File: src/rtl/frame_column_loader.sv
// ============================================================================
// Module      : frame_column_loader
// Description : Collects one configuration frame per column from a 32-bit
//               bitstream stream and pulses a one-hot FrameStrobe to the tiles.
// Revision    : 1.0
// ============================================================================
`default_nettype none

module frame_column_loader #(
  parameter int FrameBitsPerRow = 32,
  parameter int MaxFramesPerCol = 20,
  parameter int NumRows         = 4,
  parameter int ColumnId        = 0,
  parameter int StrobeCycles    = 1
) (
  input  logic                                CLK,
  input  logic                                resetn,
  input  logic [31:0]                         WriteData,
  input  logic                                WriteValid,
  output logic                                WriteReady,
  output logic [FrameBitsPerRow*NumRows-1:0]  FrameData,
  output logic [MaxFramesPerCol-1:0]          FrameStrobe,
  output logic                                Busy,
  output logic                                AddrError,
  output logic [15:0]                         FrameCount
);

  localparam int          ROW_W      = (NumRows > 1) ? $clog2(NumRows) : 1;
  localparam logic [ROW_W-1:0] LAST_ROW = ROW_W'(NumRows - 1);
  localparam logic [5:0]  MAX_FRAMES = 6'(MaxFramesPerCol);
  localparam logic [7:0]  COL_ID     = 8'(ColumnId);
  localparam logic [1:0]  SC_LAST    = 2'(StrobeCycles - 1);

  typedef enum logic [1:0] {
    ST_IDLE   = 2'd0,
    ST_LOAD   = 2'd1,
    ST_STROBE = 2'd2,
    ST_HOLD   = 2'd3
  } state_t;

  state_t                               state_q, state_d;
  logic                                 ready_q, ready_d;
  logic [4:0]                           idx_q, idx_d;
  logic                                 match_q, match_d;
  logic [ROW_W-1:0]                     row_q, row_d;
  logic [1:0]                           scnt_q, scnt_d;
  logic [FrameBitsPerRow*NumRows-1:0]   frame_q, frame_d;
  logic [MaxFramesPerCol-1:0]           strobe_q, strobe_d;
  logic                                 err_q, err_d;
  logic [15:0]                          count_q, count_d;
  logic                                 accept;

  assign accept = WriteValid & ready_q;

  always_ff @(posedge CLK) begin
    if (!resetn) begin
      state_q  <= ST_IDLE;
      ready_q  <= 1'b0;
      idx_q    <= '0;
      match_q  <= 1'b0;
      row_q    <= '0;
      scnt_q   <= '0;
      frame_q  <= '0;
      strobe_q <= '0;
      err_q    <= 1'b0;
      count_q  <= '0;
    end else begin
      state_q  <= state_d;
      ready_q  <= ready_d;
      idx_q    <= idx_d;
      match_q  <= match_d;
      row_q    <= row_d;
      scnt_q   <= scnt_d;
      frame_q  <= frame_d;
      strobe_q <= strobe_d;
      err_q    <= err_d;
      count_q  <= count_d;
    end
  end

  always_comb begin
    state_d  = state_q;
    idx_d    = idx_q;
    match_d  = match_q;
    row_d    = row_q;
    scnt_d   = scnt_q;
    frame_d  = frame_q;
    strobe_d = strobe_q;
    err_d    = err_q;
    count_d  = count_q;

    case (state_q)
      ST_IDLE: begin
        if (accept && WriteData[31]) begin
          idx_d   = WriteData[4:0];
          match_d = (WriteData[15:8] == COL_ID) && ({1'b0, WriteData[4:0]} < MAX_FRAMES);
          if ((WriteData[15:8] == COL_ID) && ({1'b0, WriteData[4:0]} >= MAX_FRAMES))
            err_d = 1'b1;
          row_d   = '0;
          state_d = ST_LOAD;
        end
      end
      ST_LOAD: begin
        if (accept) begin
          // Non-matching frames still consume their words to keep the stream aligned.
          if (match_q) begin
            for (int r = 0; r < NumRows; r++) begin
              if (row_q == ROW_W'(r))
                frame_d[r*FrameBitsPerRow +: FrameBitsPerRow] = WriteData[FrameBitsPerRow-1:0];
            end
          end
          row_d = row_q + ROW_W'(1);
          if (row_q == LAST_ROW) begin
            if (match_q) begin
              state_d  = ST_STROBE;
              strobe_d = MaxFramesPerCol'(1) << idx_q;
              scnt_d   = '0;
            end else begin
              state_d  = ST_IDLE;
            end
          end
        end
      end
      ST_STROBE: begin
        if (scnt_q == SC_LAST) begin
          strobe_d = '0;
          state_d  = ST_HOLD;
        end else begin
          scnt_d   = scnt_q + 2'd1;
        end
      end
      ST_HOLD: begin
        count_d = count_q + 16'd1;
        state_d = ST_IDLE;
      end
      default: state_d = ST_IDLE;
    endcase

    ready_d = (state_d == ST_IDLE) || (state_d == ST_LOAD);
  end

  assign WriteReady  = ready_q;
  assign FrameData   = frame_q;
  assign FrameStrobe = strobe_q;
  assign Busy        = (state_q != ST_IDLE);
  assign AddrError   = err_q;
  assign FrameCount  = count_q;

endmodule

`default_nettype wire
File: config.mk
export PLATFORM = sky130hd
export DESIGN_NAME = frame_column_loader
export DESIGN_NICKNAME = d
export VERILOG_FILES = /design/src/rtl/frame_column_loader.sv
export SDC_FILE = /design/constraint.sdc
export NUM_CORES = 1
export LEC_CHECK = 0
export BUFFER_PORTS_ARGS = -buffer_cell sky130_fd_sc_hd__buf_2
export CAP_MARGIN = 5
export CORE_UTILIZATION = 50
export CTS_BUF_LIST = sky130_fd_sc_hd__clkbuf_16
export CTS_CLUSTER_SIZE = 10
export DETAILED_ROUTE_END_ITERATION = 16
export PLACE_DENSITY = 0.78
export SLEW_MARGIN = 20
export SYNTH_ARGS = -nofsm -noshare
export SYNTH_HDL_FRONTEND = slang
export SYNTH_SLANG_ARGS = --single-unit
File: constraint.sdc
create_clock -name CLK -period 2.25 [get_ports CLK]
set_input_delay 0.225 -clock CLK [delete_from_list [all_inputs] [get_ports CLK]]
set_output_delay 0.225 -clock CLK [all_outputs]
set_load 0.01 [all_outputs]
==> flow_metrics.py <==
metrics = {
    "run_status": {
        "status": "completed",
    },
    "yosys": {
        "yosysSeqAreaShare": 0.5560,
        "ys_async_sr_fraction": 0,
        "synth_edf_count": 0,
        "syn_avg_cell_area_um2": 9.026,
        "synth_compound_area_frac": 0.1478,
        "synth_area_leader_cell": "dfxtp_1",
        "synth_cell_types": 47,
        "ys.flop_type": "dfxtp_1",
        "synth-simple-area-share": 0.2224,
        "ys_warn_count": 0,
        "synthesis.nets": 752,
        "synth_area_mm2": 0.006409,
        "synth_fa_ha_area_frac": 0.01367,
        "synth_top_cell_area_share": 0.5560,
        "synthTopCellsByArea": "dfxtp_1, nand3_1, o21ai_0, nand2_1, clkbuf_1",
        "synth.area.mux_share": 0.003124,
        "synth_cells": 710,
        "synth_top_family_by_area": "simple AND/OR/NAND/NOR gates",
        "synth_seq_cells": 178,
        "synthXorXnorAreaFrac": 0.01367,
    },
    "timing": {
        "max_freq_mhz": 515.3,
        "worstMarginPinSlew_ns": 0.7894,
        "setup_viol": 0,
        "fin_hold_ws_ns": 0.06854,
        "final_max_slew_viol_count": 0,
        "hold_viol_final": 0,
        "fin_tns_setup_ns": 0,
        "min_period_over_period": 0.8624,
        "rsz0062_at_grt": "no",
        "max_slew_margin": 0.4663,
        "finalCriticalPeriod_ns": 1.940,
        "skew_ns": 0.008603,
    },
    "cts": {
        "hold_buffers": 0,
        "h-tree-depth": 4,
        "cts_buffers": 17,
        "root_buffer": "clkbuf_16",
        "clk_latency_ns": 0.43,
        "clk_pin_slew_ns": 0.06,
        "cts_tree": "yes",
        "postCtsSetupBuffers": 0,
        "clock_sinks": 178,
        "cts_resized": 0,
        "cts_buffer_depth": 2,
    },
    "power_and_ir_drop": {
        "p_leak_nw": 3.516,
        "pwr-share-clk": 0.473,
        "irDropWorstVdd_mv": 0.6376,
        "power_density_mw_per_mm2": 787.3,
        "intPower_mw": 5.032,
        "swShare": 0.2060,
        "combPwrFrac": 0.027,
        "seqPwrFrac": 0.500,
        "power_switching_mw": 1.305,
    },
    "placement": {
        "place_congestion": 0.7951,
        "port_buffers": 201,
        "dp_hpwl_um": 10640,
        "place_area_mm2": 0.007452,
    },
    "floorplan": {
        "die_area_mm2": 0.01327,
        "top_level_ports": 202,
        "num_rows": 40,
        "initial_core_util": 0.5227,
        "core_mm2": 0.01226,
        "die_h_um": 115.2,
        "die_w_um": 115.2,
    },
    "routing": {
        "drtAntennaViolNets": 0,
        "first_pass_iters": 5,
        "drc": 0,
        "vias": 5672,
        "wire_per_inst_um": 14.97,
        "routed_wirelength_um": 15900,
        "drt-initial-drc-count": 423,
        "viasPerCell": 5.341,
    },
    "worst_setup_path": {
        "required_ns": 2.54,
        "critical_path_class": "reg -> reg",
        "cp-end-kind": "flip-flop",
        "crit_end": "FrameData[85]",
        "timing.rr.end": "FrameData[85]",
        "critPathArrivalTime_ns": 2.23,
        "path_max_fanout": 64,
        "cp-start-kind": "flip-flop",
        "ff2ff_path_depth": 5,
        "crit_start": "state_q[0]",
        "r2r_start": "state_q[0]",
        "r2r_setup_slack_ns": 0.31,
    },
    "global_routing": {
        "grt_pass1_wl_um": 24950,
        "grtUsageTotal": 0.2428,
        "antenna_found_initial": 0,
        "grt_start_max_net_pins": 109,
        "grt_pass1_vias": 5004,
        "grt.overflow.total": 0,
    },
    "worst_hold_path": {
        "hold_path.class": "in -> reg",
    },
    "finish": {
        "fin_area_mm2": 0.008049,
        "syn_to_final_growth_pct": 25.60,
        "final_cell_mix": "buf_2, dfxtp_1, nand3_1, o21ai_0, nand2_1",
        "drive_gt1_frac": 0.2808,
        "diodes": 0,
        "layout.nets": 924,
        "final_common_cell": "buf_2",
        "final_util": 0.6564,
    },
    "run": {
        "drv_cap": 0,
    },
}
[state kept, by name, indices dropped and copies added (netlist names)]
name and flops:
AddrError 1, FrameCount 16, FrameData 128, FrameStrobe 20
WriteReady 1, idx_q 5, match_q 1, row_q 2
scnt_q 2, state_q 2
[cells in the mapped netlist, drive strengths merged (2+ instances only)]
cell	number
nand2b	5
ha	7
or2	2
clkbuf	32
or3	4
o21ai	133
and3	3
and2	3
a31oi	2
and4	3
a21oi	20
nor4b	2
xor2	9
nand2	55
mux2i	2
inv	8
nor2b	3
nor2	20
o41ai	4
nand3	157
o2bb2ai	8
dfxtp	178
nor4	3
buf	24
nor3	2
nand4	8
o21a	3
[power by group through the flow]
stage | sequential [mW] | combinational [mW] | clock [mW]
CTS | 3.17 | 0.171 | 3.04
floorplan | 3.23 | 0.106 | 0
global route | 3.17 | 0.192 | 3.17
detailed placement | 3.24 | 0.170 | 0
finish | 3.17 | 0.173 | 3.00
global placement | 3.24 | 0.170 | 0
[worst max-delay path, cell delays in order (launching register included)]
cell	delay, ns
dfxtp_1	0.57
and4b_1	0.52
nand3_2	0.10
buf_4	0.32
nand3_1	0.17
o21ai_0	0.09
[per-stage QoR]
stage / std cells / power (mW) / worst slack, ns
floorplan: 710 / 3.338 / 0.7028
global placement: 1031 / 3.406 / 0.4144
detailed placement: 1031 / 3.406 / 0.3522
CTS: 1062 / 6.378 / 0.3359
global route: 1062 / 6.524 / 0.1187
finish: 1062 / 6.337 / 0.3096
[worst min-delay path by stage]
stage | start | end | slack [ns] | cells after the start
2_1_floorplan | WriteData[0] | idx_q[0] | 0.37 | 2
3_3_place_gp | FrameStrobe[8] | FrameStrobe[8] | 0.44 | 2
3_5_place_dp | FrameStrobe[6] | FrameStrobe[6] | 0.44 | 2
4_1_cts | WriteData[0] | idx_q[0] | 0.06 | 3
5_1_grt | WriteData[3] | idx_q[3] | 0.1 | 3
6_report | WriteData[2] | idx_q[2] | 0.07 | 3
[final cells by class]
class                   instances  area (um2)
inverters                       8       30.03
fillers                      1048        4213
flip-flops and latches        178        3563
repair buffers                209        1081
multi-input cells             468        2567
clock buffers                  17       425.4
well taps                     168       210.2
clock inverters                14       171.4
[cells by family after synthesis]
group | after synthesis
and+or+nand+nor | 276
DFF | 178
AOI/OAI and AO/OA | 173
buffers and inverters | 64
xor gates and xnor gates | 10
adders and majority gates | 7
muxes | 2
[routing by layer]
layer  wire length (um)  track usage  up-vias
li1                   -            -     2861
met1               7171       0.3023     2586
met2               7324       0.3876      196
met3                998      0.07486       29
met4                404       0.1082        0
met5                  0            0        -
No activity file was read; power rests on OpenSTA's default activity.
